[config.mk]
export PLATFORM = sky130hd
export DESIGN_NAME = muxn_cxu
export DESIGN_NICKNAME = d
export VERILOG_FILES = /design/src/rtl/muxn_cxu.sv
export SDC_FILE = /design/constraint.sdc
export NUM_CORES = 1
export LEC_CHECK = 0
export CORE_AREA = 5 5 134 136
export CTS_CLUSTER_DIAMETER = 40
export CTS_CLUSTER_SIZE = 40
export DETAILED_ROUTE_END_ITERATION = 12
export DIE_AREA = 0 0 139 141
export SYNTH_ARGS = -nofsm -noshare
export SYNTH_HDL_FRONTEND = slang
export SYNTH_SLANG_ARGS = --single-unit
[constraint.sdc]
create_clock -name clk -period 4.33 [get_ports clk]
set_clock_uncertainty 0.15 [all_clocks]
set_input_delay 0.866 -clock clk [delete_from_list [all_inputs] [get_ports clk]]
set_output_delay 0.866 -clock clk [all_outputs]
set_load 0.05 [all_outputs]
[src/rtl/muxn_cxu.sv]
`default_nettype none
// ============================================================================
// Module   : muxn_cxu
// Purpose  : N-way in-order CFU-L2 request/response mux with an order queue.
// Revision : 1.0
// ============================================================================
module muxn_cxu #(
  parameter int N_CFUS       = 4,
  parameter int CFU_ID_W     = 4,
  parameter int FUNC_ID_W    = 10,
  parameter int DATA_W       = 32,
  parameter int MAX_INFLIGHT = 8,
  parameter int CFU_STATUS_W = 3,
  parameter logic [CFU_STATUS_W-1:0] CFU_ERROR_CFU = CFU_STATUS_W'(1)
) (
  input  logic                           clk,
  input  logic                           rst_n,
  input  logic                           i_req_valid,
  output logic                           o_req_ready,
  input  logic [CFU_ID_W-1:0]            i_req_cfu,
  input  logic [FUNC_ID_W-1:0]           i_req_func,
  input  logic [DATA_W-1:0]              i_req_data0,
  input  logic [DATA_W-1:0]              i_req_data1,
  output logic                           o_resp_valid,
  input  logic                           i_resp_ready,
  output logic [CFU_STATUS_W-1:0]        o_resp_status,
  output logic [DATA_W-1:0]              o_resp_data,
  output logic [N_CFUS-1:0]              o_t_req_valid,
  input  logic [N_CFUS-1:0]              i_t_req_ready,
  output logic [FUNC_ID_W-1:0]           o_t_req_func,
  output logic [DATA_W-1:0]              o_t_req_data0,
  output logic [DATA_W-1:0]              o_t_req_data1,
  input  logic [N_CFUS-1:0]              i_t_resp_valid,
  output logic [N_CFUS-1:0]              o_t_resp_ready,
  input  logic [N_CFUS*CFU_STATUS_W-1:0] i_t_resp_status,
  input  logic [N_CFUS*DATA_W-1:0]       i_t_resp_data
);

  localparam int c_tag_w = $clog2(N_CFUS + 1);
  localparam int c_ptr_w = $clog2(MAX_INFLIGHT);
  localparam int c_cnt_w = c_ptr_w + 1;
  localparam logic [c_tag_w-1:0]  c_tag_err = c_tag_w'(N_CFUS);
  localparam logic [c_cnt_w-1:0]  c_depth   = c_cnt_w'(MAX_INFLIGHT);
  localparam logic [CFU_ID_W:0]   c_n_cfus  = (CFU_ID_W + 1)'(N_CFUS);

  logic [c_tag_w-1:0] r_tags [MAX_INFLIGHT];
  logic [c_ptr_w-1:0] r_wr_ptr;
  logic [c_ptr_w-1:0] r_rd_ptr;
  logic [c_cnt_w-1:0] r_count;

  logic               w_full;
  logic               w_empty;
  logic               w_hit;
  logic [N_CFUS-1:0]  w_sel;
  logic               w_tgt_ready;
  logic               w_push;
  logic               w_pop;
  logic [c_tag_w-1:0] w_head;
  logic [c_tag_w-1:0] w_push_tag;

  assign w_full  = (r_count == c_depth);
  assign w_empty = (r_count == '0);
  assign w_hit   = ({1'b0, i_req_cfu} < c_n_cfus);
  assign w_head  = r_tags[r_rd_ptr];

  // Decoded target select; all-zero for an out-of-range index.
  always_comb begin
    w_sel = '0;
    for (int i = 0; i < N_CFUS; i++) begin
      w_sel[i] = (i_req_cfu == CFU_ID_W'(i));
    end
  end

  assign w_tgt_ready   = |(w_sel & i_t_req_ready);
  assign o_req_ready   = !w_full && (!w_hit || w_tgt_ready);
  // Targets are never offered a request while the mux is held in reset.
  assign o_t_req_valid = (i_req_valid && rst_n && !w_full) ? w_sel : '0;
  assign o_t_req_func  = i_req_func;
  assign o_t_req_data0 = i_req_data0;
  assign o_t_req_data1 = i_req_data1;

  assign w_push     = i_req_valid && o_req_ready;
  assign w_push_tag = w_hit ? c_tag_w'(i_req_cfu) : c_tag_err;

  always_comb begin
    o_resp_valid   = 1'b0;
    o_resp_status  = '0;
    o_resp_data    = '0;
    o_t_resp_ready = '0;
    if (!w_empty) begin
      if (w_head == c_tag_err) begin
        o_resp_valid  = 1'b1;
        o_resp_status = CFU_ERROR_CFU;
      end else begin
        for (int i = 0; i < N_CFUS; i++) begin
          if (w_head == c_tag_w'(i)) begin
            o_resp_valid      = i_t_resp_valid[i];
            o_resp_status     = i_t_resp_status[i*CFU_STATUS_W +: CFU_STATUS_W];
            o_resp_data       = i_t_resp_data[i*DATA_W +: DATA_W];
            o_t_resp_ready[i] = i_resp_ready;
          end
        end
      end
    end
  end

  assign w_pop = o_resp_valid && i_resp_ready;

  always_ff @(posedge clk) begin
    if (w_push) begin
      r_tags[r_wr_ptr] <= w_push_tag;
    end
  end

  always_ff @(posedge clk or negedge rst_n) begin
    if (!rst_n) begin
      r_wr_ptr <= '0;
      r_rd_ptr <= '0;
      r_count  <= '0;
    end else begin
      if (w_push) begin
        r_wr_ptr <= r_wr_ptr + c_ptr_w'(1);
      end
      if (w_pop) begin
        r_rd_ptr <= r_rd_ptr + c_ptr_w'(1);
      end
      case ({w_push, w_pop})
        2'b10:   r_count <= r_count + c_cnt_w'(1);
        2'b01:   r_count <= r_count - c_cnt_w'(1);
        default: r_count <= r_count;
      endcase
    end
  end

endmodule
`default_nettype wire

==> results.cfg <==
[synth]
synth_flop_cell = edfxtp_1
synth.distinct_cells = 42
synth.avg_cell_area_um2 = 8.956
syn_nets = 604
synth.top_cell.area_share = 0.2187
synth_edf_count = 24
synth_area_leader_cell = edfxtp_1
synth_seq_cells = 34
synth-seq-area-share = 0.2946
synth_top_cells_by_area = edfxtp_1, buf_4, dfrtp_1
syn_inst = 368
ys.warnings.count = 0
syn_area_um2 = 3296
ys_async_sr_fraction = 0.2941

[sta]
finalMaxSlewViolations = 0
whs_ns = 0.3697
hold_viol = 0
fmax_mhz = 240.4
fin_crit_sh = 0.9607
slew_headroom = 0.1939
period_needed_ns = 4.160
fin_tns_setup_ns = 0
final-setup-viol-count = 0
grt_setup_unrepaired = no
worst_pin_slew_ns = 1.197

[power_and_ir_drop]
power.switching_uw = 3161
peakVddDrop_mv = 0.6607
leakage_uw = 0.002033
powerDensity_nw_per_um2 = 1094
seq_power_share = 0.088
p_clk_frac = 0.066
internal_power_uw = 2886
p_comb_frac = 0.846
sw_frac_of_total = 0.5227

[setup_path]
endpoint_kind = primary output
critPathSlowestCell = dfrtp_1
critPathLaunchType = flip-flop
cp_max_fo = 11
path_class = flip-flop to primary output
cp_data_required_time_ns = 3.31
slowest_delay_ns = 0.58
cp_cell_sequence = mux2_1 > mux4_2 > nand2b_1 > buf_4 > o221ai_1 > a21oi_1 > buf_12
cp_data_arrival_time_ns = 3.14

[routing]
drtIter0Drc = 192
drt-pass1-iter-count = 5
viasPerCell = 4.703
final_antenna_net_count = 0
vias = 3358
wl_um = 15220
wl_per_cell_um = 21.32
route.detailed.drc = 0

[die]
die_h_um = 141
rows = 48
start_util = 0.1960
pin_count = 349
core_area_um2 = 16820
die_w_um = 139
die_area_um2 = 19600

[grt]
grt.overflow.total = 0
grt_max_degree = 39
grt_pass1_wl_um = 22600
grt_pass1_vias = 3534
antenna_found_initial = 1
track_usage = 0.1463

[cts]
clock_latency_ns = 0.27
clock_path_buffers = 2
clk_pin_slew_ns = 0.05
clock-sinks = 34
cts_inserted_buffers = 5
cts_tree = yes
postCtsHoldBufs = 0
clockRootBuffer = clkbuf_16
htreeDepth = 2

[run]
cap_violations = 0

[cells_and_area]
nets = 724
diodes = 0
drive_gt1_frac = 0.1738
area_growth_pct = 67.77
layout_commonest_cell = clkdlybuf4s50_1
final_cell_mix = clkdlybuf4s50_1, buf_12, o22ai_1

[status]
status = finished, final reports clean

[place]
place_hpwl_um = 12630
portBuffers = 200
gp_congestion = 0.9150

[min_path]
hold_class = flip-flop to flip-flop
==> routing by layer <==
metal / track usage / routed length [µm] / up-vias
li1: - / - / 1541
met2: 0.2409 / 7254 / 238
met1: 0.1821 / 6264 / 1566
met3: 0.06988 / 1632 / 11
met5: 0 / 13 / -
met4: 0.01339 / 58 / 2
==> synth_stat cells (all sizes together), types with 8 or more instances <==
cell type and count:
nor2 18, and3 10, nand2b 9, inv 8, mux2i 8, buf 88, o221ai 27, edfxtp 24
mux2 10, dfrtp 10, clkbuf 12, o22ai 36, a21oi 27, nand2 27, a211oi 8
==> final cells by class <==
type / instances / area (µm²)
inverter: 8 / 30.03
sequential: 34 / 972.2
clock buffer: 5 / 125.1
clock inverter: 3 / 40.04
timing repair buffer: 213 / 2462
fill: 1709 / 11290
multi-input combinational: 226 / 1618
tap: 225 / 281.5
==> metrics by stage <==
| stage | worst slack, ns | area, µm² | instances | utilization | total power, µW |
|---|---|---|---|---|---|
| 2_1_floorplan | 0.2224 | 3296 | 368 | - | 3532 |
| 4_1_cts | 0.1370 | 5528 | 714 | 0.3287 | 6116 |
| 5_1_grt | 0.01513 | 5529 | 714 | 0.3288 | 6369 |
| 3_3_place_gp | 0.4561 | 5363 | 706 | 0.3189 | 5633 |
| 6_report | 0.1703 | 5529 | 714 | 0.3288 | 6048 |
| 3_5_place_dp | 0.4218 | 5363 | 706 | 0.3189 | 5699 |
==> power groups by stage <==
stage	logic (µW)	clock network [µW]	registers, µW
2_1_floorplan	3040	0	487
3_3_place_gp	5100	0	529
3_5_place_dp	5160	0	538
4_1_cts	5180	404	530
5_1_grt	5400	423	544
6_report	5120	397	533
==> sequential cells by signal, indices dropped and copies added, names as in the netlist <==
signal and cells:
r_rd_ptr 3, r_count 4, r_tags 24, r_wr_ptr 3
==> worst max-delay path: cells and delay by family (launching register included) <==
family	cells	cell delay (ns)
mux	2	0.99
flops	1	0.58
simple gates	1	0.43
compound gates	2	0.40
buf+inv	2	0.46
==> logic make-up after synthesis <==
| family | share of synthesized area |
|---|---|
| flops | 0.2946 |
| xor+xnor | 0.01860 |
| fa+ha+maj | 0.02506 |
| simple gates | 0.1181 |
| compound gates | 0.2365 |
| buf+inv | 0.2164 |
| mux | 0.09074 |
==> path summary, 6_finish.rpt <==
check / depth (start not counted) / slack (ns) / startpoint / to
setup / recovery: 7 / 0.17 / r_rd_ptr[2] / o_resp_data[2]
hold / removal: 1 / 0.37 / r_count[3] / r_count[3]
setup reg to reg: 14 / 0.38 / r_rd_ptr[2] / r_count[3]
hold reg to reg: 1 / 0.37 / r_count[3] / r_count[3]
max in group asynchronous: 2 / 3.06 / rst_n / r_rd_ptr[0]
min in group asynchronous: 2 / 0.81 / rst_n / r_wr_ptr[0]
==> what timing repair did <==
action	4_1_cts	5_1_grt
gates resized for setup	0	1
endpoints found under the setup margin	0	6
setup buffers	0	0
hold endpoints to repair	0	0
(Power assumes the default switching activity.)
